## src/rtl/uart_tx_fifo.sv

```systemverilog
// Single-clock byte FIFO with registered occupancy and a sticky overflow flag.
// A write at full is still accepted when a pop happens in the same cycle.
module uart_tx_fifo #(
  parameter int WIDTH = 8,
  parameter int DEPTH = 16
) (
  input  logic                   clk,
  input  logic                   resetn,
  input  logic                   wr_en,
  input  logic [WIDTH-1:0]       wr_data,
  input  logic                   rd_en,
  output logic [WIDTH-1:0]       rd_data,
  output logic                   full,
  output logic                   empty,
  output logic [$clog2(DEPTH):0] count,
  output logic                   overflow
);

  localparam int PTR_W = $clog2(DEPTH);
  localparam logic [PTR_W:0] FULL_CNT = (PTR_W+1)'(DEPTH);

  logic [WIDTH-1:0] mem [DEPTH];
  logic [PTR_W-1:0] wr_ptr, rd_ptr;
  logic [PTR_W:0]   cnt;
  logic             push, pop;

  assign pop     = rd_en && (cnt != '0);
  assign push    = wr_en && ((cnt != FULL_CNT) || pop);
  assign rd_data = mem[rd_ptr];
  assign count   = cnt;
  assign full    = (cnt == FULL_CNT);
  assign empty   = (cnt == '0);

  // Storage needs no reset: pointers and count define what is valid.
  always_ff @(posedge clk) begin
    if (push) mem[wr_ptr] <= wr_data;
  end

  // Pointers wrap naturally because DEPTH is a power of two.
  always_ff @(posedge clk or negedge resetn) begin
    if (!resetn) begin
      wr_ptr   <= '0;
      rd_ptr   <= '0;
      cnt      <= '0;
      overflow <= 1'b0;
    end else begin
      if (push) wr_ptr <= wr_ptr + 1'b1;
      if (pop)  rd_ptr <= rd_ptr + 1'b1;
      case ({push, pop})
        2'b10:   cnt <= cnt + 1'b1;
        2'b01:   cnt <= cnt - 1'b1;
        default: cnt <= cnt;
      endcase
      if (wr_en && !push) overflow <= 1'b1;
    end
  end

endmodule

```

## config.mk

```make
export PLATFORM = sky130hd
export DESIGN_NAME = uart_tx_fifo
export DESIGN_NICKNAME = d
export VERILOG_FILES = /design/src/rtl/uart_tx_fifo.sv
export SDC_FILE = /design/constraint.sdc
export NUM_CORES = 1
export LEC_CHECK = 0
export ABC_AREA = 1
export ABC_CLOCK_PERIOD_IN_PS = 2050
export BUFFER_PORTS_ARGS = -buffer_cell sky130_fd_sc_hd__buf_2
export CORE_MARGIN = 1.5
export CORE_UTILIZATION = 46
export DETAILED_ROUTE_END_ITERATION = 6
export PLACE_DENSITY = 0.72
export SKIP_CTS_REPAIR_TIMING = 1
export SLEW_MARGIN = 20
export SYNTH_ARGS = -nofsm -noshare
export SYNTH_HDL_FRONTEND = slang
export SYNTH_SLANG_ARGS = --single-unit
export TNS_END_PERCENT = 1
```

## constraint.sdc

```tcl
create_clock -name clk -period 2.05 [get_ports clk]
set_input_delay 0.3075 -clock clk [delete_from_list [all_inputs] [get_ports clk]]
set_output_delay 0.3075 -clock clk [all_outputs]
set_load 0.05 [all_outputs]
```

# Yosys cells after proc, flatten, opt, wreduce, memory -nomap -nowiden
# Memories as Yosys holds them, arrays and structs flattened.
# Index checks and enable logic that the tools add are counted.
[word_totals] reg_bits=14 mem_bits_rw=128 inputBits=12 output_inout_bits=16 wordCells=24 mem_count=1
[mem_list] name="mem" depth=16 width=8 rd=1 rd_clocked_by_memory_dff=0 wr=1 line="22" rtl="logic [WIDTH-1:0] mem [DEPTH];"
[classes] add_sub_neg=4 eq_ne=4 n_mux=3 reduce_logical=8
[ops] op="case mux 5 bit (2 select lines)" count=1
[ops] op="adder 4 x 1 -> 4 bit, second input constant" count=2
[ops] op="adder 5 x 1 -> 5 bit, second input constant" count=1
[ops] op="equality test 5 bit, second input constant" count=1
[ops] op="logical NOT 5 bit" count=1
[ops] op="!= test 5 bit, second input constant" count=1
[ops] op="nonzero test 5 bit" count=1
[ops] op="subtractor 5 x 1 -> 5 bit, second input constant" count=1
[ops] op="logical AND 1 bit" count=3
[ops] op="equality test 2 x 1 -> 1 bit, second input constant" count=1
[ops] op="equality test 2 bit, second input constant" count=1
[ops] op="2-to-1 mux 1 bit" count=2
[ops] op="nonzero test 2 bit" count=1
[ops] op="logical NOT 1 bit" count=1
[ops] op="logical OR 1 bit" count=1

# Depth between registers and ports, before layout
# Gate-level depths: netlist of run 1.
[logic_depth] word_depth=6 ltp_mapped=14 depth_no_buf=14

# Least setup slack after synthesis of run 1
# Ideal clock, no wire load.
[synth_path] path_type="register to register" from="register cnt[1] (netlist: count[1])" to="memory mem[0][0] (enable)" setup_ns=0.370 t_arrival_ns=2.016 t_required_ns=1.680 slack_ns=-0.337 path_stages_with_launch=7 n_path_buf=0 period_less_slack_ns=2.387 cell_sequence="dfrtp_1 nor2_1 nand3_1 inv_1 a21oi_4 nand2_1 nor2_1"
[synth_between] elab_chain_cells=6 word_cells_on_any_way=7 classes_between="1 x eq/ne; 2 x mux; 4 x reduce/logical"
[synth_lines] item="start: declaration" line="24" rtl="logic [PTR_W:0] cnt;"
[synth_lines] item="start signal: assignment" line="50" rtl="2'b10: cnt <= cnt + 1'b1;"
[synth_lines] item="start signal: assignment" line="51" rtl="2'b01: cnt <= cnt - 1'b1;"
[synth_lines] item="start signal: assignment" line="52" rtl="default: cnt <= cnt;"
[synth_lines] item="nonzero test 5 bit" line="27" rtl="assign pop = rd_en && (cnt != '0);"
[synth_lines] item="logical AND 1 bit" line="27"
[synth_lines] item="logical OR 1 bit *" line="28" rtl="assign push = wr_en && ((cnt != FULL_CNT) || pop);"
[synth_lines] item="logical AND 1 bit *" line="28"
[synth_lines] item="2-to-1 mux 1 bit *" line="36" rtl="if (push) mem[wr_ptr] <= wr_data;"
[synth_lines] item="2-to-1 mux 1 bit (implied by the code) *" line="36"
[synth_lines] item="end: declaration" line="22"
# Mark *: on every way between the ends. The rest lies on a longest branch, timed or not.

# Final worst setup path of run 1
[layout_path] from="register rd_ptr[0]" to="output port rd_data[4]"
[layout_between] elab_chain_cells=1
[layout_lines] item="start: declaration" line="23" rtl="logic [PTR_W-1:0] wr_ptr, rd_ptr;"
[layout_lines] item="start signal: assignment" line="48" rtl="if (pop) rd_ptr <= rd_ptr + 1'b1;"
[layout_lines] item="memory read (16 x 8 bit)"
[layout_lines] item="end: declaration" line="12" rtl="output logic [WIDTH-1:0] rd_data,"
# Every way passes these cells.

==> metrics, run 1 <==
run status complete, but fails checks; violated checks negative setup slack; period utilisation layout 109%; Worst-Margin Slew 0.349 ns; Gate Count Post-Synth between 400 and 500; number of global-route vias before repair roughly 3800; row count 41; first-pass GRT wire length 20100 um; largest net degree at the start of global routing between 40 and 50; hold slack around 0.17 ns; Critical Path Fanout Max 8; Switch Pwr roughly 4.8 mW; Seq pwr share a little under a third; Clk pwr share 25.3%; Crit-path slowest cell dfrtp_2; most frequent cell after synthesis edfxtp_1; Num CTS Buffers 17; via count 4109; ANT cells 0; clk sink count around 140; Die H roughly 120 um; Pins Over Slew Limit 0; ys flop type edfxtp_1; Hold WC Path Type input port to flip-flop; final instance area between 7000 and 8000 um2; antenna violations before repair 0; Crit path arrival time roughly 1.9 ns; PD cells 1660 nW/um2; cell count after placement approximately 690; Starting Density roughly 47%; drt initial violations 500; Final Hold Fails 0; fmax 447 MHz; Clock Tree Root clkbuf_16; post-DR vias/cell approximately 5.6; YS warnings 0; die area ~14000 um2; Clk pin slew, worst setup/hold paths around 0.060 ns; fin crit period roughly 2.2 ns; share of cells above drive strength 1 a little over a quarter; unique cell type count in the Yosys netlist 25; Net Sw Frac about 38%; Yosys reg bits about 140; Avg Cell Area, Syn 12.3 um2; Synth top area share 65.0%; Non-Filler Instances 735; CP cell instances clkinv_4 > buf_12 > buf_8 > nor2_1 > o211ai_1 > nand3_1 > nand2_1 > buf_6; RSZ-0062 raised after global routing true; required time of the critical path ~1.7 ns; DRT Pass-1 Iters 5; number of flops mapped to enable cells by yosys ~130; All-Layer GR Usage 20.5%; Synth async-reset ratio approximately a tenth; cell taking the most area after synthesis edfxtp_1; post-synthesis sequential area ratio just over 70%; area of the core roughly 13000 um2; Setup violations, final 8; H-tree levels 4; Combinational Power Share between 40 and 50%; DRC 0; Clock Path Buffers 2; Max Cap Viol 0; Setup crit start kind flip-flop; Wirelength per Cell around 19 um; gpl congestion slightly below 0.8; Slew headroom 76.7%; Final WS setup -0.187 ns; I/O pin count 28; Synth-to-Final Area Change 26.7%; gr ovfl total 0; IR drop worst, VDD approximately 0.001 V; met3 wire len ~1200 um; CTS tree yes; leading post-synthesis cells by cell area edfxtp_1, nor2_1, dfrtp_1; cell-internal power approximately 7.6 mW; drt total wl around 14000 um; DP Area between 6000 and 7000 um2; Post-Syn Area slightly below 6000 um2; Final ANT Viol Nets 0; met2 wire len between 7000 and 8000 um; top cells by count, synth edfxtp_1, nor2_1, o21ai_0; Critical Path Sink Type output pin; Synth Net Count between 500 and 600; IO Port Bufs 27; die width between 100 and 150 um; DR top layer met4; Final #Nets 572; post-detail-place hpwl 8180 um; M1 WL ~5900 um; CP peak stage delay about 0.45 ns; Static Leak roughly 2.7 nW; Skew-Pair Late Insertion Delay 0.42 ns; critical path class flip-flop to output pin; Max Clock Skew between 0.009 and 0.01 ns
-- state kept, by name, summed over array words and instances, names as in the netlist --
| signal | flops |
|---|---|
| count | 5 |
| rd_ptr | 4 |
| overflow | 1 |
| mem | 128 |
| wr_ptr | 4 |
-- per-stage QoR --
step / power [mW] / setup WS (ns) / util (%) / TNS, ns
2_1_floorplan: 6.85 / -0.0573 / - / -5.91
3_3_place_gp: 7.93 / 0.0783 / 51.5 / 0
3_5_place_dp: 8.08 / -0.0111 / 51.5 / -0.0111
4_1_cts: 11.2 / -0.300 / 56.3 / -2.16
5_1_grt: 13.0 / -0.307 / 59.6 / -2.20
6_report: 12.4 / -0.187 / 59.6 / -1.33
-- layout make-up --
class                      count  area (um2)
clock buffer                  19         433
sequential                   142        4200
timing repair buffer          75         781
inverter                      24        97.6
tap                          172         215
fill                         937        5080
multi-input combinational    291        1590
clock inverter                12         170
-- final timing paths --
check | startpoint | end | slack, ns | cells after the start
worst max-delay path | rd_ptr[0] | rd_data[4] | -0.19 | 8
worst max register to register | count[2] | count[4] | 0.10 | 13
min in group asynchronous | resetn | overflow | 0.33 | 2
max in group asynchronous | resetn | rd_ptr[0] | 1.44 | 2
worst min-delay path | wr_en | overflow | 0.17 | 2
worst min register to register | overflow | overflow | 0.48 | 1
-- power by group through the flow --
stage                     combinational, mW  clock [mW]  sequential [mW]
after global routing                   5.87        3.30             3.81
final                                  5.49        3.14             3.77
after detailed placement               4.29           0             3.79
after global placement                 4.18           0             3.76
after floorplan                        2.90           0             3.95
after CTS                              4.32        3.18             3.73
-- per-layer routing --
layer  up-vias  GRT usage, %
li1       1873             -
met1      2039          27.9
met2       178          32.2
met3        19          6.33
met4         0          6.18
met5         -             0
-- logic make-up after synthesis --
group | Yosys count | share of synthesized area, %
buffers and inverters | 49 | 3.68
flip-flops | 142 | 71.0
XOR/XNOR | 9 | 1.33
adder cells (fa/ha/maj) | 9 | 2.03
AND/OR/NAND/NOR | 164 | 11.1
AO/OA/AOI/OAI | 109 | 10.9
-- cell usage in the layout, fill, tap and decap left out, types with 2 or more instances in the layout --
| cell type | instances |
|---|---|
| o21ai_1 | 23 |
| buf_8 | 5 |
| nand3_2 | 2 |
| clkinv_4 | 3 |
| inv_1 | 19 |
| clkinv_1 | 4 |
| o211ai_1 | 32 |
| clkbuf_1 | 2 |
| ha_1 | 8 |
| nand2_2 | 4 |
| buf_12 | 5 |
| edfxtp_1 | 128 |
| clkinvlp_4 | 2 |
| nor2_2 | 25 |
| clkinv_2 | 2 |
| buf_4 | 31 |
| dfrtp_2 | 6 |
| xor2_1 | 7 |
| a21oi_2 | 2 |
| buf_2 | 19 |
| o21ai_0 | 45 |
| clkbuf_16 | 25 |
| buf_6 | 6 |
| bufinv_16 | 4 |
| nor2_1 | 78 |
| nand2_1 | 31 |
| a21oi_1 | 4 |
| dfrtp_1 | 8 |
| xnor2_1 | 2 |
| nand3_1 | 22 |
-- worst max-delay path: cells and delay by family, from the launching register on --
family,cells,cell delay (ns)
AO/OA/AOI/OAI,1,0.25
buffers and inverters,4,0.55
flip-flops,1,0.45
AND/OR/NAND/NOR,3,0.25
Power figures use the tool's default switching activity.
==> run 2: changes to the inputs <==
--- a/config.mk
+++ b/config.mk
@@ -12,6 +12,7 @@
 export CORE_UTILIZATION = 46
 export DETAILED_ROUTE_END_ITERATION = 6
 export PLACE_DENSITY = 0.72
+export SETUP_SLACK_MARGIN = 0.15
 export SKIP_CTS_REPAIR_TIMING = 1
 export SLEW_MARGIN = 20
 export SYNTH_ARGS = -nofsm -noshare
==> run 2 against run 1 <==
Net effect: the flow still finishes with violations (negative setup slack); non-clock buffer count shrank 4; register-to-register slack lost 0.06 ns; combinational power shrank 7.5%; global-route usage shrank 0.080 points; total power shrank 3.2%; wire length shrank 3.8%; final cell count shrank 0.41%; die area is the same; via count shrank 2.3%; critical path depth is the same; critical path type unchanged; critical endpoint is now rd_data[6]; highest routed layer unchanged.
==> metrics, run 2 (synthesized netlist as in run 1, its figures left out) <==
Buf/Inv on CP 4; Starting Density between 40% and 50%; drt initial violations a little under 400; number of flip-flops in the largest register approximately 130; DR top layer met4; Worst R2R Setup Slack roughly 0.040 ns; H-tree levels 4; Clock Path Buffers 2; Die H about 120 um; area of the core between 10000 and 15000 um2; critical path class flip-flop to output pin; Skew-Pair Late Insertion Delay about 0.42 ns; met2 wire len a little under 7000 um; largest net degree at the start of global routing 52; gr ovfl total 0; Static Leak about 2.7 nW; Hold WC Path Type input port to flip-flop; number of global-route vias before repair 3707; final core occ about three fifths; family with the most delay on the worst path buffers and inverters; Final Hold Fails 0; most common cell after layout, fill and taps aside edfxtp_1; most frequent cells in the layout edfxtp_1, nor2_1, o21ai_0; run status complete, but fails checks; IR drop worst, VDD 0.000953 V; CP cell instances clkinv_4 > buf_4 > clkbuf_16 > nor2_1 > o211ai_1 > nand3_1 > nand2_1 > buf_6; IO Port Bufs 27; Num CTS Buffers 17; Critical Path Sink Type output pin; DP Area roughly 6500 um2; r2r startpoint count[3]; clk sink count ~140; Setup crit start kind flip-flop; Max Clock Skew ~0.0063 ns; Clk pin slew, worst setup/hold paths ~0.060 ns; via count 4015; Critical Path Fanout Max 6; DRT Pass-1 Iters 5; post-DR vias/cell approximately 5.5; fin crit period 2.30 ns; Wirelength per Cell ~19 um; CP Launch Point rd_ptr[0]; first-pass GRT wire length 20100 um; Pins Over Slew Limit 0; CTS tree yes; required time of the critical path 1.74 ns; Final #Nets about 570; Fillers 984; met3 wire len ~1000 um; gpl congestion roughly 0.8; row count between 40 and 50; fmax approximately 430 MHz; Final ANT Viol Nets 0; drt total wl 13700 um; period utilisation layout 112%; All-Layer GR Usage between 20% and 30%; DRC 0; Max Cap Viol 0; die width approximately 120 um; ANT cells 0; Clock Tree Root clkbuf_16; share of cells above drive strength 1 roughly a quarter; PD cells between 1500 and 2000 nW/um2; M1 WL just under 6000 um; CP peak stage delay just over 0.5 ns; die area between 10000 and 15000 um2; HP Start wr_en; post-detail-place hpwl 8170 um; Synth-to-Final Area Change 24.0%; final instance area between 7000 and 8000 um2; Final WS setup -0.254 ns; I/O pin count 28; most flop-heavy register mem; Crit path arrival time ~2 ns; Crit-path slowest cell dfrtp_2; Tot Pwr about 12 mW; violated checks negative setup slack; Setup violations, final 8; Worst-Margin Slew 0.369 ns; Slew headroom 75.4%; antenna violations before repair 0; RSZ-0062 raised after global routing true
run 2: per-stage QoR:
step	setup slack, ns	TNS (ns)	hold slack, ns	instances
2_1_floorplan	-0.0573	-5.91	0.0119	482
3_3_place_gp	0.0782	0	0.234	689
3_5_place_dp	-0.0273	-0.0273	0.240	689
4_1_cts	-0.347	-2.41	-0.198	721
5_1_grt	-0.305	-2.51	0.184	732
6_report	-0.254	-1.67	0.182	732
run 2: final timing paths:
check,endpoint,cells past startpoint
worst max-delay path,rd_data[6],8
worst min register to register,overflow,1
worst min-delay path,overflow,2
min in group asynchronous,count[2],2
worst max register to register,count[4],13
max in group asynchronous,rd_ptr[0],2
run 2: power by group:
group | total [mW] | internal, mW | leakage, nW | switching [mW]
Combinational | 5.08 | 1.80 | 1.07 | 3.28
Sequential | 3.76 | 3.55 | 1.32 | 0.206
Clock | 3.16 | 1.94 | 0.298 | 1.22
Total | 12.0 | 7.30 | 2.68 | 4.71
run 2: routing by layer:
metal / up-vias / track usage (%)
met5: - / 0
met4: 0 / 7.15
met3: 12 / 4.62
met2: 177 / 32.7
met1: 1968 / 27.9
li1: 1858 / -
run 2: layout make-up:
| class | count | area (um2) | area share, % |
|---|---|---|---|
| Timing Repair Buffer | 71 | 637 | 8.69 |
| Tap cell | 172 | 215 | 2.94 |
| Multi-Input combinational cell | 291 | 1570 | 21.4 |
| Sequential cell | 142 | 4200 | 57.3 |
| Clock buffer | 18 | 429 | 5.86 |
| Clock inverter | 14 | 184 | 2.51 |
| Inverter | 24 | 95.1 | 1.30 |
